## src/rtl/uart_fpga_sw_2_pc.sv

```systemverilog
// uart_fpga_sw_2_pc
// Queues the switch byte on each rising edge of the (debounced) send button
// into a small FIFO and transmits queued bytes to the PC as UART frames,
// LSB first, back-to-back while bytes remain queued.
//
// Ports:
//   clk        - system clock, all state on the rising edge
//   reset_n    - asynchronous active-low reset
//   send       - debounced send button (level)
//   sw[7:0]    - switch byte captured on a push
//   tx         - UART line to the PC, idle high, registered
//   busy       - FIFO non-empty or frame in progress
//   fifo_count - bytes queued, excluding the byte in flight
//   overflow   - sticky, a push was dropped because the FIFO was full
//
// Build option: define UART_TX_PARITY_EN for 8E1 frames (even parity bit
// between data and stop); default build sends 8N1.
module uart_fpga_sw_2_pc #(
  parameter int FULL_BAUD = 1302,
  parameter int FIFO_AW   = 2
) (
  input  logic               clk,
  input  logic               reset_n,
  input  logic               send,
  input  logic [7:0]         sw,
  output logic               tx,
  output logic               busy,
  output logic [FIFO_AW:0]   fifo_count,
  output logic               overflow
);

  localparam int DEPTH = 1 << FIFO_AW;
  localparam int TW    = (FULL_BAUD > 2) ? $clog2(FULL_BAUD) : 1;

  localparam logic [TW-1:0]      TIMER_MAX  = TW'(FULL_BAUD - 1);
  localparam logic [TW-1:0]      TIMER_ZERO = TW'(0);
  localparam logic [TW-1:0]      TIMER_ONE  = TW'(1);
  localparam logic [FIFO_AW:0]   CNT_FULL   = (FIFO_AW + 1)'(DEPTH);
  localparam logic [FIFO_AW:0]   CNT_ZERO   = (FIFO_AW + 1)'(0);
  localparam logic [FIFO_AW:0]   CNT_ONE    = (FIFO_AW + 1)'(1);
  localparam logic [FIFO_AW-1:0] PTR_ZERO   = FIFO_AW'(0);
  localparam logic [FIFO_AW-1:0] PTR_ONE    = FIFO_AW'(1);

`ifdef UART_TX_PARITY_EN
  typedef enum logic [2:0] {
    IDLE   = 3'd0,
    START  = 3'd1,
    DATA   = 3'd2,
    PARITY = 3'd3,
    STOP   = 3'd4
  } state_t;

  // Even parity: the parity bit makes the total count of ones even.
  function automatic logic even_parity(input logic [7:0] d);
    return ^d;
  endfunction
`else
  typedef enum logic [2:0] {
    IDLE  = 3'd0,
    START = 3'd1,
    DATA  = 3'd2,
    STOP  = 3'd4
  } state_t;
`endif

  state_t             state_r, state_s;
  logic               send_q_r;
  logic [TW-1:0]      timer_r;
  logic [2:0]         bit_cnt_r;
  logic [7:0]         shift_r;
  logic [7:0]         mem_r [DEPTH];
  logic [FIFO_AW-1:0] wr_ptr_r, rd_ptr_r;
  logic [FIFO_AW:0]   count_r, count_s;
  logic               overflow_r, busy_r, busy_s, tx_r, tx_s;
  logic               push_ev_s, push_ok_s, drop_s, pop_s, timer_done_s;
`ifdef UART_TX_PARITY_EN
  logic               parity_r;
`endif

  // FIFO control: push/pop decisions and next occupancy.
  always_comb begin
    push_ev_s    = send & ~send_q_r;
    timer_done_s = (timer_r == TIMER_MAX);
    // Pop only from a non-empty FIFO (registered count, so a same-cycle
    // push into an empty FIFO is never bypassed to the shifter).
    if ((count_r != CNT_ZERO) &&
        ((state_r == IDLE) || ((state_r == STOP) && timer_done_s))) begin
      pop_s = 1'b1;
    end else begin
      pop_s = 1'b0;
    end
    // A full FIFO still accepts the push when a pop frees a slot this edge.
    push_ok_s = push_ev_s & ((count_r != CNT_FULL) | pop_s);
    drop_s    = push_ev_s & ~push_ok_s;
    case ({push_ok_s, pop_s})
      2'b10:   count_s = count_r + CNT_ONE;
      2'b01:   count_s = count_r - CNT_ONE;
      default: count_s = count_r;
    endcase
  end

  // FSM next-state logic.
  always_comb begin
    state_s = state_r;
    case (state_r)
      IDLE: begin
        if (pop_s) state_s = START;
        else       state_s = IDLE;
      end
      START: begin
        if (timer_done_s) state_s = DATA;
        else              state_s = START;
      end
      DATA: begin
        if (timer_done_s && (bit_cnt_r == 3'd7)) begin
`ifdef UART_TX_PARITY_EN
          state_s = PARITY;
`else
          state_s = STOP;
`endif
        end else begin
          state_s = DATA;
        end
      end
`ifdef UART_TX_PARITY_EN
      PARITY: begin
        if (timer_done_s) state_s = STOP;
        else              state_s = PARITY;
      end
`endif
      STOP: begin
        if (timer_done_s) begin
          if (pop_s) state_s = START;
          else       state_s = IDLE;
        end else begin
          state_s = STOP;
        end
      end
      default: state_s = IDLE;
    endcase
  end

  // FSM output logic: line level and busy, registered below.
  always_comb begin
    case (state_r)
      IDLE:    tx_s = 1'b1;
      START:   tx_s = 1'b0;
      DATA:    tx_s = shift_r[0];
`ifdef UART_TX_PARITY_EN
      PARITY:  tx_s = parity_r;
`endif
      STOP:    tx_s = 1'b1;
      default: tx_s = 1'b1;
    endcase
    busy_s = (count_s != CNT_ZERO) | (state_s != IDLE);
  end

  // FSM state register.
  always_ff @(posedge clk or negedge reset_n) begin
    if (!reset_n) state_r <= IDLE;
    else          state_r <= state_s;
  end

  // Registered outputs; reset forces the line idle immediately.
  always_ff @(posedge clk or negedge reset_n) begin
    if (!reset_n) begin
      tx_r   <= 1'b1;
      busy_r <= 1'b0;
    end else begin
      tx_r   <= tx_s;
      busy_r <= busy_s;
    end
  end

  // Button edge detect, FIFO pointers/count, overflow flag, bit timing.
  always_ff @(posedge clk or negedge reset_n) begin
    if (!reset_n) begin
      send_q_r   <= 1'b1;  // a button held through reset must not push
      wr_ptr_r   <= PTR_ZERO;
      rd_ptr_r   <= PTR_ZERO;
      count_r    <= CNT_ZERO;
      overflow_r <= 1'b0;
      timer_r    <= TIMER_ZERO;
      bit_cnt_r  <= 3'd0;
      shift_r    <= 8'd0;
`ifdef UART_TX_PARITY_EN
      parity_r   <= 1'b0;
`endif
    end else begin
      send_q_r <= send;
      count_r  <= count_s;
      if (push_ok_s) wr_ptr_r <= wr_ptr_r + PTR_ONE;
      if (pop_s)     rd_ptr_r <= rd_ptr_r + PTR_ONE;
      if (drop_s)    overflow_r <= 1'b1;
      // Every state or bit change happens at expiry, so restarting the
      // timer there gives each bit exactly FULL_BAUD cycles.
      if ((state_r == IDLE) || timer_done_s) timer_r <= TIMER_ZERO;
      else                                   timer_r <= timer_r + TIMER_ONE;
      if (pop_s) begin
        shift_r   <= mem_r[rd_ptr_r];
        bit_cnt_r <= 3'd0;
`ifdef UART_TX_PARITY_EN
        parity_r  <= even_parity(mem_r[rd_ptr_r]);
`endif
      end else if ((state_r == DATA) && timer_done_s) begin
        shift_r   <= {1'b0, shift_r[7:1]};
        bit_cnt_r <= bit_cnt_r + 3'd1;
      end
    end
  end

  // FIFO storage; contents are don't-care until written.
  always_ff @(posedge clk) begin
    if (push_ok_s) mem_r[wr_ptr_r] <= sw;
  end

  assign tx         = tx_r;
  assign busy       = busy_r;
  assign fifo_count = count_r;
  assign overflow   = overflow_r;

endmodule
```

## config.mk

```make
export PLATFORM = sky130hd
export DESIGN_NAME = uart_fpga_sw_2_pc
export DESIGN_NICKNAME = d
export VERILOG_FILES = /design/src/rtl/uart_fpga_sw_2_pc.sv
export SDC_FILE = /design/constraint.sdc
export NUM_CORES = 1
export LEC_CHECK = 0
export CAP_MARGIN = 25
export CELL_PAD_IN_SITES_DETAIL_PLACEMENT = 0
export CELL_PAD_IN_SITES_GLOBAL_PLACEMENT = 1
export CORE_MARGIN = 2
export CORE_UTILIZATION = 53
export DETAILED_ROUTE_END_ITERATION = 7
export GPL_TIMING_DRIVEN = 0
export PLACE_DENSITY_LB_ADDON = 0.1
export SYNTH_ARGS = -nofsm -noshare
export SYNTH_HDL_FRONTEND = slang
export SYNTH_SLANG_ARGS = --single-unit
```

## constraint.sdc

```tcl
create_clock -name clk -period 4.8 [get_ports clk]
set_input_delay 0.48 -clock clk [delete_from_list [all_inputs] [get_ports clk]]
set_output_delay 0.48 -clock clk [all_outputs]
set_load 0.02 [all_outputs]
```

Word level (Yosys, flattened, before mapping)
Memory sizes are Yosys's and may differ from the RTL's.
Cells that the tools add are included.
{"block": "op_classes", "bitwise": 7, "n_reduce_logical": 11, "n_eq_ne": 8, "n_mux": 15, "addsub": 6}
{"op": "$mux W8", "n": 2}
{"op": "$mux W3", "n": 4}
{"op": "$pmux W3 S4", "n": 1}
{"op": "$add A11 B1 Y11 const B", "n": 1}
{"op": "$eq A11 B11 Y1 const B", "n": 1}
{"op": "$mux W11", "n": 1}
{"op": "$reduce_bool A3 Y1", "n": 3}
{"op": "$add A3 B1 Y3 const B", "n": 2}
{"op": "$eq A3 B3 Y1 const B", "n": 2}
{"op": "$pmux W3 S2", "n": 1}
{"op": "$add A2 B1 Y2 const B", "n": 2}
{"op": "$logic_and A1 B1 Y1", "n": 4}
{"op": "$mux W1", "n": 4}
{"op": "$and A1 B1 Y1", "n": 3}
{"op": "$eq A3 B1 Y1 const B", "n": 1}
{"op": "$eq A3 B2 Y1 const B", "n": 1}
{"op": "$logic_not A3 Y1", "n": 1}
{"op": "$ne A3 B3 Y1 const B", "n": 1}
{"op": "$sub A3 B1 Y3 const B", "n": 1}
{"op": "$eq A2 B1 Y1 const B", "n": 1}
{"op": "$eq A2 B2 Y1 const B", "n": 1}
{"op": "$logic_or A1 B1 Y1", "n": 2}
{"op": "$mux W2", "n": 1}
{"op": "$not A1 Y1", "n": 2}
{"op": "3 further kinds", "n": 4}
{"block": "totals", "out_inout_bits": 6, "mem_count": 1, "wordCells": 59, "in_bits": 11, "ram_bits": 32, "register_bits": 36}
{"memory": "mem_r", "words": 4, "word_bits": 8, "rd": 1, "rd_ports_with_merged_regs": 0, "wr": 1, "line_no": "71", "rtl": "logic [7:0] mem_r [DEPTH];"}

Logic depth before layout (Yosys ltp)
Gate-level depths: netlist of run 1.
{"block": "logic_depth", "depth_word": 11, "depth_mapped": 10, "ltp_nobuf": 10}

Least setup slack after synthesis of run 1
OpenSTA, ideal clock, no wires.
{"block": "synth_timing", "path_kind": "register to register", "startpoint": "register timer_r[1]", "endpoint": "register busy_r, in the netlist busy", "n_path_buf": 0, "t_arrival_ns": 2.455, "stages_incl_launch_ff": 10, "synth_period_minus_slack_ns": 2.584, "required_time_ns": 4.671, "setup_slack_ns": 2.216, "cell_sequence": "dfrtp_1 -> inv_1 -> ha_1 -> and4bb_1 -> a41oi_2 -> or3_4 -> fa_1 -> a41o_1 -> o211a_1 -> a2111o_1"}
{"block": "synth_between", "elab_chain_cells": 11}
{"element": "start: declaration", "line_no": "68", "rtl": "logic [TW-1:0] timer_r;"}
{"element": "start signal: assignment", "line_no": "198", "rtl": "else timer_r <= timer_r + TIMER_ONE;"}
{"element": "$eq A11 B11 Y1 (*)", "line_no": "83", "rtl": "timer_done_s = (timer_r == TIMER_MAX);"}
{"element": "$logic_and A1 B1 Y1 (*)", "line_no": "87", "rtl": "((state_r == IDLE) || ((state_r == STOP) && timer_done_s))) begin"}
{"element": "$logic_or A1 B1 Y1 (*)", "line_no": "87"}
{"element": "$logic_and A1 B1 Y1 (*)", "line_no": "86", "rtl": "if ((count_r != CNT_ZERO) &&"}
{"element": "$mux W1 (*)", "line_no": "86"}
{"element": "$or A1 B1 Y1", "line_no": "93", "rtl": "push_ok_s = push_ev_s & ((count_r != CNT_FULL) | pop_s);"}
{"element": "$and A1 B1 Y1", "line_no": "93"}
{"element": "$eq A2 B1 Y1 / $eq A2 B2 Y1 (equally long branches)", "line_no": "95", "rtl": "case ({push_ok_s, pop_s})"}
{"element": "$pmux W3 S2 (*)", "line_no": "95"}
{"element": "named net count_s[2]", "line_no": "73", "rtl": "logic [FIFO_AW:0] count_r, count_s;"}
{"element": "$reduce_bool A3 Y1 (*)", "line_no": "155", "rtl": "busy_s = (count_s != CNT_ZERO) | (state_s != IDLE);"}
{"element": "$or A1 B1 Y1 (*)", "line_no": "155"}
{"element": "named net busy_s", "line_no": "74", "rtl": "logic overflow_r, busy_r, busy_s, tx_r, tx_s;"}
{"element": "end signal: assignment", "line_no": "171", "rtl": "busy_r <= busy_s;"}
{"element": "end: declaration", "line_no": "74"}
Mark *: on every way through the listed nets, which the timed path passes. The rest lies on a longest branch.
A chain may end at the register's enable or synchronous reset.

Final worst setup path of run 1
Same ends and word-level chain as after synthesis.

==> flow_metrics.env, run 1 <==
export IMPL_synth_edf_count=32
export IMPL_power_density_mw_per_mm2=535
export IMPL_wire_per_inst_um=15.7
export IMPL_ys_types=42
export IMPL_yosys_top_cells_area="edfxtp_1, dfrtp_1, mux4_2"
export IMPL_holdBufCountCts=0
export IMPL_worst_hold_slack_ns=0.220
export IMPL_worstPathMaxFanout=7
export IMPL_postLayoutCoreUtil_pct=63.6
export IMPL_syn_avg_cell_area_um2=13.6
export IMPL_cp_end_kind="flip-flop"
export IMPL_yosysWarnings=0
export IMPL_slew_viol_final=0
export IMPL_num_rows=27
export IMPL_core_area_mm2=0.00547
export IMPL_arrival_ns=3.08
export IMPL_drcViolationCount=0
export IMPL_reg2reg_to="busy"
export IMPL_cp_startpoint="timer_r[1]"
export IMPL_dieArea_mm2=0.00628
export IMPL_routed_via_density=5.49
export IMPL_antenna_cells=0
export IMPL_finalCritPeriodShare_pct=59.8
export IMPL_max_freq_mhz=348
export IMPL_portBuffers=16
export IMPL_postCtsSetupBuffers=0
export IMPL_finClkSkew_ns=0.00517
export IMPL_hold_viol=0
export IMPL_synth_simple_area_share_pct=11.7
export IMPL_muxShareOfSynthArea_pct=9.01
export IMPL_required_ns=5.01
export IMPL_ff2ff_path_depth=9
export IMPL_die_height_um=79.2
export IMPL_syn_area_mm2=0.00300
export IMPL_drive_above_1_share_pct=15.8
export IMPL_r2r_start="timer_r[1]"
export IMPL_tritoncts="built"
export IMPL_ctsResizeCount=0
export IMPL_synth_xor_area_share_pct=4.38
export IMPL_reg2reg_setup_slack_ns=1.93
export IMPL_hpwlAfterDp_um=3680
export IMPL_synth_largest_area_cell="edfxtp_1"
export IMPL_synth_top_family_by_area="simple AND/OR/NAND/NOR gates"
export IMPL_tightest_slew_ns=0.783
export IMPL_highest_layer="met4"
export IMPL_fin_tns_setup_ns=0
export IMPL_dr_first_iter_drc_count=82
export IMPL_dr_wl_met3_um=124
export IMPL_yosysSeqAreaShare_pct=62.2
export IMPL_synthArstFlopShare_pct=52.9
export IMPL_synth_ff_type="dfrtp_1"
export IMPL_cap_violations=0
export IMPL_wl_met2_um=2570
export IMPL_rsz0062_at_grt="false"
export IMPL_cts_sinks=68
export IMPL_ant_nets=0
export IMPL_areaGrowthSynthToFinish_pct=16.1
export IMPL_synth_seq_cells=68
export IMPL_period_needed_ns=2.87
export IMPL_initial_core_util_pct=54.8
export IMPL_antenna_found_initial=0
export IMPL_met1_length_um=2320
export IMPL_post_place_cells=309
export IMPL_status="finished, final reports clean"
export IMPL_nets=268
export IMPL_cts_buffer_depth=2
export IMPL_cts_buffers=9
export IMPL_synth_compound_area_share_pct=6.76
export IMPL_vias=1784
export IMPL_grt_pass1_wl_um=8780
export IMPL_htree_levels=3
export IMPL_pin_count=17
export IMPL_setup_viol_count_final=0
export IMPL_overflow=0
export IMPL_min_path_type="primary input to asynchronous set/reset pin"
export IMPL_fp_dieW_um=79.2
export IMPL_start_kind="flip-flop"
export IMPL_dr_pass1_iters=5
export IMPL_grt_usage_pct=18.8
export IMPL_power_leakage_nw=1.44
export IMPL_slew_headroom_pct=47.8
export IMPL_peakVddDrop_mv=0.306
export IMPL_final_cells=325
export IMPL_cts_root_buf="clkbuf_8"
export IMPL_wl_um=5100
export IMPL_cts_clk_slew_worst_paths_ns=0.07
export IMPL_synthCells=221
export IMPL_grt_max_degree=37
export IMPL_synth_fp_nets=241
export IMPL_synth_top_area_share_pct=32.0
export IMPL_place_congestion=0.729
export IMPL_grt_pass1_vias=1848
export IMPL_clkLatencyLatePin_ns=0.34
export IMPL_critPathKind="flip-flop to flip-flop"
export IMPL_synth_adder_area_share_pct=4.01
[through the flow]
step | setup WS [ns] | power [W] | area (um^2)
global placement | 1.98 | 0.00129 | 3250
finish | 1.93 | 0.00186 | 3480
detailed placement | 1.93 | 0.00132 | 3240
global route | 1.79 | 0.00198 | 3480
CTS | 1.91 | 0.00188 | 3480
floorplan | 2.22 | 0.00116 | 3000
[worst max-delay path by stage]
stage / endpoint
after floorplan: busy
after global placement: busy
after detailed placement: busy
after CTS: busy
after global routing: busy
final: busy
[worst max-delay path, stage by stage (launching register included)]
cell,delay (ns)
dfrtp_1,0.41
inv_1,0.07
ha_1,0.14
and4bb_1,0.25
a41oi_2,0.25
or3_4,0.46
fa_1,0.41
a41o_1,0.19
o211a_1,0.25
a2111o_1,0.31
[logic make-up (layout without fill, tap and decap cells)]
family	Yosys count	in the layout
AND/OR/NAND/NOR	70	70
flip-flops	68	68
AO/OA/AOI/OAI	28	28
multiplexers	17	17
XOR/XNOR	15	15
buffers and inverters	14	46
adder cells (fa/ha/maj)	9	9
[metal layers]
metal	vias up	global-route usage, %
li1	852	-
met4	0	7.24
met1	897	25.2
met3	8	4.77
met2	27	29.8
met5	-	0
[Yosys cell counts, types with 2 or more instances]
| cell type | count |
|---|---|
| nor3_1 | 3 |
| mux2i_1 | 9 |
| nand3_1 | 6 |
| inv_1 | 7 |
| nand2b_1 | 2 |
| ha_1 | 8 |
| xnor2_1 | 9 |
| o21ai_0 | 10 |
| nor2b_1 | 2 |
| edfxtp_1 | 32 |
| nand2_1 | 19 |
| a41o_1 | 3 |
| a21oi_1 | 4 |
| and2_1 | 4 |
| dfrtp_1 | 34 |
| buf_2 | 3 |
| mux4_2 | 8 |
| or2b_2 | 2 |
| a31oi_1 | 2 |
| buf_1 | 2 |
| dfstp_2 | 2 |
| o211a_1 | 2 |
| or2_2 | 2 |
| xor2_1 | 6 |
| nor2_1 | 23 |
[final cells by class]
cell class	count	area, um^2
clock buffers	9	124
repair buffers	16	155
multi-input cells	139	1070
flip-flops and latches	68	1860
fillers	422	1990
well taps	72	90.1
clock inverters	7	115
plain buffers	7	33.8
inverters	7	26.3
[power breakdown]
| group | switching, W | internal [W] |
|---|---|---|
| clock | 0.000213 | 0.000343 |
| sequential | 0.0000865 | 0.000736 |
| combinational | 0.000259 | 0.000225 |
| total | 0.000558 | 0.00130 |
[state kept, by name, summed over array words and instances, names as in the netlist]
name / cells
mem_r: 32
timer_r: 11
shift_r: 8
bit_cnt_r: 3
fifo_count: 3
state_r: 3
rd_ptr_r: 2
wr_ptr_r: 2
busy: 1
overflow: 1
send_q_r: 1
tx: 1
[layout by cell type, fill, tap and decap left out, types with 3 or more instances in the layout]
master	instances
ha_1	8
mux4_2	8
xnor2_1	9
clkbuf_8	9
inv_1	7
and2_1	4
xor2_1	6
o21ai_0	10
nor3_1	3
mux2i_1	9
dfrtp_1	34
edfxtp_1	32
nor2_1	23
nand2_1	19
a41o_1	3
a21oi_1	4
clkdlybuf4s50_1	15
buf_2	4
nand3_1	6
bufinv_16	3
Note: power is estimated with default switching activity, not from simulation.
==> inputs of run 2 (changes only) <==
--- a/config.mk
+++ b/config.mk
@@ -9,7 +9,7 @@
 export CELL_PAD_IN_SITES_DETAIL_PLACEMENT = 0
 export CELL_PAD_IN_SITES_GLOBAL_PLACEMENT = 1
 export CORE_MARGIN = 2
-export CORE_UTILIZATION = 53
+export CORE_UTILIZATION = 44
 export DETAILED_ROUTE_END_ITERATION = 7
 export GPL_TIMING_DRIVEN = 0
 export PLACE_DENSITY_LB_ADDON = 0.1
==> constraint.sdc (replaced) <==
create_clock -name clk -period 2.3 [get_ports clk]
set_input_delay 0.23 -clock clk [delete_from_list [all_inputs] [get_ports clk]]
set_output_delay 0.23 -clock clk [all_outputs]
set_load 0.02 [all_outputs]
==> run 2 against run 1 <==
  * The flow now finishes with violations (negative hold slack, negative setup slack)
  * Sequential power up 110%
  * Combinational power increased by 120%
  * Global-route usage decreased by 2.4 points
  * Maximum frequency up 13%
  * Worst setup slack lost 2.2 ns
  * First-iteration DRC count decreased by 54%
  * Critical path type unchanged
  * Core utilization is 11 points lower
  * Final area up 1.2%
  * Highest routed layer unchanged
==> flow_metrics.env, run 2 (synthesis gave the netlist of run 1 again) <==
export IMPL_place_area_mm2=0.00326
export IMPL_top_regs="mem_r: 32 flops, timer_r: 11 flops, shift_r: 8 flops"
export IMPL_largest_register="mem_r"
export IMPL_final_common_cell="dfrtp_1"
export IMPL_peakVddDrop_mv=0.452
export IMPL_status="finished with violations"
export IMPL_areaGrowthSynthToFinish_pct=17.5
export IMPL_wire_per_inst_um=15.8
export IMPL_hpwlAfterDp_um=3480
export IMPL_required_ns=2.53
export IMPL_initial_core_util_pct=44.9
export IMPL_grt_max_degree=37
export IMPL_core_area_mm2=0.00668
export IMPL_drcViolationCount=0
export IMPL_worst_slack_ns=-0.245
export IMPL_setup_viol_count_final=1
export IMPL_antenna_cells=0
export IMPL_grt_pass1_vias=1832
export IMPL_finClkSkew_ns=0.00651
export IMPL_arrival_ns=2.77
export IMPL_dieArea_mm2=0.00749
export IMPL_cts_buffers=9
export IMPL_multi_input_area_mm2=0.00110
export IMPL_crit_family="compound AO/OA/AOI/OAI gates"
export IMPL_power_density_mw_per_mm2=1070
export IMPL_routed_via_density=5.18
export IMPL_cts_sinks=68
export IMPL_die_height_um=86.6
export IMPL_grt_usage_pct=16.4
export IMPL_cts_root_buf="clkbuf_8"
export IMPL_fp_dieW_um=86.6
export IMPL_slew_viol_final=0
export IMPL_wl_um=5320
export IMPL_num_rows=30
export IMPL_final_cell_mix="dfrtp_1, edfxtp_1, nor2_1, nand2_1, clkdlybuf4s50_1"
export IMPL_dr_pass1_iters=4
export IMPL_hold_viol=34
export IMPL_cp_slowest_cell="dfrtp_1"
export IMPL_grt_pass1_wl_um=9070
export IMPL_finalCritPeriodShare_pct=111
export IMPL_critPathKind="flip-flop to flip-flop"
export IMPL_cts_buffer_depth=2
export IMPL_worstPathCellList="inv_1, ha_1, and4bb_2, a41oi_4, or3_4, fa_2, a41o_1, o211a_1, a2111o_1"
export IMPL_failed_checks="negative hold slack, negative setup slack"
export IMPL_fin_area_mm2=0.00352
export IMPL_clkLatencyLatePin_ns=0.35
export IMPL_period_needed_ns=2.54
export IMPL_ant_nets=0
export IMPL_worst_hold_slack_ns=-0.0256
export IMPL_holdBufCountCts=0
export IMPL_tritoncts="built"
export IMPL_cap_violations=0
export IMPL_antenna_found_initial=0
export IMPL_drive_above_1_share_pct=21.0
export IMPL_regArea_mm2=0.00186
export IMPL_place_congestion=0.742
export IMPL_min_path_type="primary input to asynchronous set/reset pin"
export IMPL_pin_count=17
export IMPL_start_kind="flip-flop"
export IMPL_cp_end_kind="flip-flop"
export IMPL_overflow=0
export IMPL_path_buf_inv=1
export IMPL_vias=1746
export IMPL_fillers=574
export IMPL_portBuffers=16
export IMPL_slew_headroom_pct=44.9
export IMPL_largest_reg_flops=32
export IMPL_power_leakage_nw=1.45
export IMPL_nets=272
export IMPL_critical_path_max_stage_delay_ns=0.38
export IMPL_max_freq_mhz=393
export IMPL_worstPathMaxFanout=3
export IMPL_rsz0062_at_grt="true"
export IMPL_power_total_w=0.00378
export IMPL_dr_first_iter_drc_count=38
export IMPL_htree_levels=3
export IMPL_cts_clk_slew_worst_paths_ns=0.08
export IMPL_tightest_slew_ns=0.826
==> run 2: cell count changes in the layout (fill, tap and decap cells not counted), moves of 2 or more <==
cell,previous run,this run
inv_6,0,3
and2_1,4,0
and2_2,0,4
buf_4,1,6
bufinv_16,3,1
==> run 2: layout make-up <==
class	count	share of cell area (%)
inverter	7	0.745
clock inverter	7	2.34
clock buffer	9	3.51
buffer	6	0.852
sequential	68	52.9
multi-input combinational	139	31.3
tap	80	2.84
timing repair buffer	21	5.47
==> run 2: stage by stage <==
step                      setup WS [ns]  setup TNS [ns]  cells  utilization [%]  hold slack, ns
after floorplan                  -0.228          -0.228    221                -         -0.0656
after global placement           -0.454           -4.32    317             48.8           0.450
after detailed placement         -0.475           -4.54    317             48.7           0.383
after CTS                        -0.295          -0.295    338             52.7         0.00464
after global routing             -0.363          -0.413    337             52.8          0.0357
final                            -0.245          -0.245    337             52.8         -0.0256
==> run 2: where the power goes <==
part / internal (W) / switching (W) / leakage, nW / total [W]
Clock: 0.000519 / 0.000514 / 0.0988 / 0.00103
Sequential: 0.00153 / 0.000165 / 0.735 / 0.00170
Combinational: 0.000503 / 0.000545 / 0.621 / 0.00105
==> run 2: per-layer routing <==
layer | up-vias | share of wire, % | track usage, %
met5 | - | 0 | 0
met4 | 0 | 2.2 | 8.10
met3 | 10 | 3.1 | 4.10
met2 | 30 | 45 | 24.9
met1 | 843 | 50 | 22.2
li1 | 863 | - | -
==> run 2: final timing paths <==
check                      startpoint       endpoint  slack [ns]  cells after the start
min in group clk                 send       send_q_r        0.33                      1
min reg2reg                  overflow       overflow        0.47                      1
max                        timer_r[1]           busy       -0.24                      9
min                           reset_n  fifo_count[1]       -0.03                      1
max reg2reg                timer_r[1]           busy       -0.24                      9
max in group asynchronous     reset_n     timer_r[9]        1.81                      1
==> run 2: repair_timing <==
item | in CTS | in global routing
setup buffers | 5 | 0
endpoints found under the setup margin | 35 | 38
pin swaps | 2 | 3
gates cloned | 0 | 0
resized for setup | 7 | 1
==> inputs of run 3 (changes only) <==
==> constraint.sdc (replaced) <==
create_clock -name clk -period 2.3 [get_ports clk]
set_input_delay 0.23 -clock clk [delete_from_list [all_inputs] [get_ports clk]]
set_output_delay 0.23 -clock clk [all_outputs]
set_load 0.005 [all_outputs]
==> results of run 3 <==
The final DEF is identical to that of run 2. Status: finished with violations: negative hold slack, negative setup slack.
Main changes from that run: total power 0.00378 W -> 0.00374 W
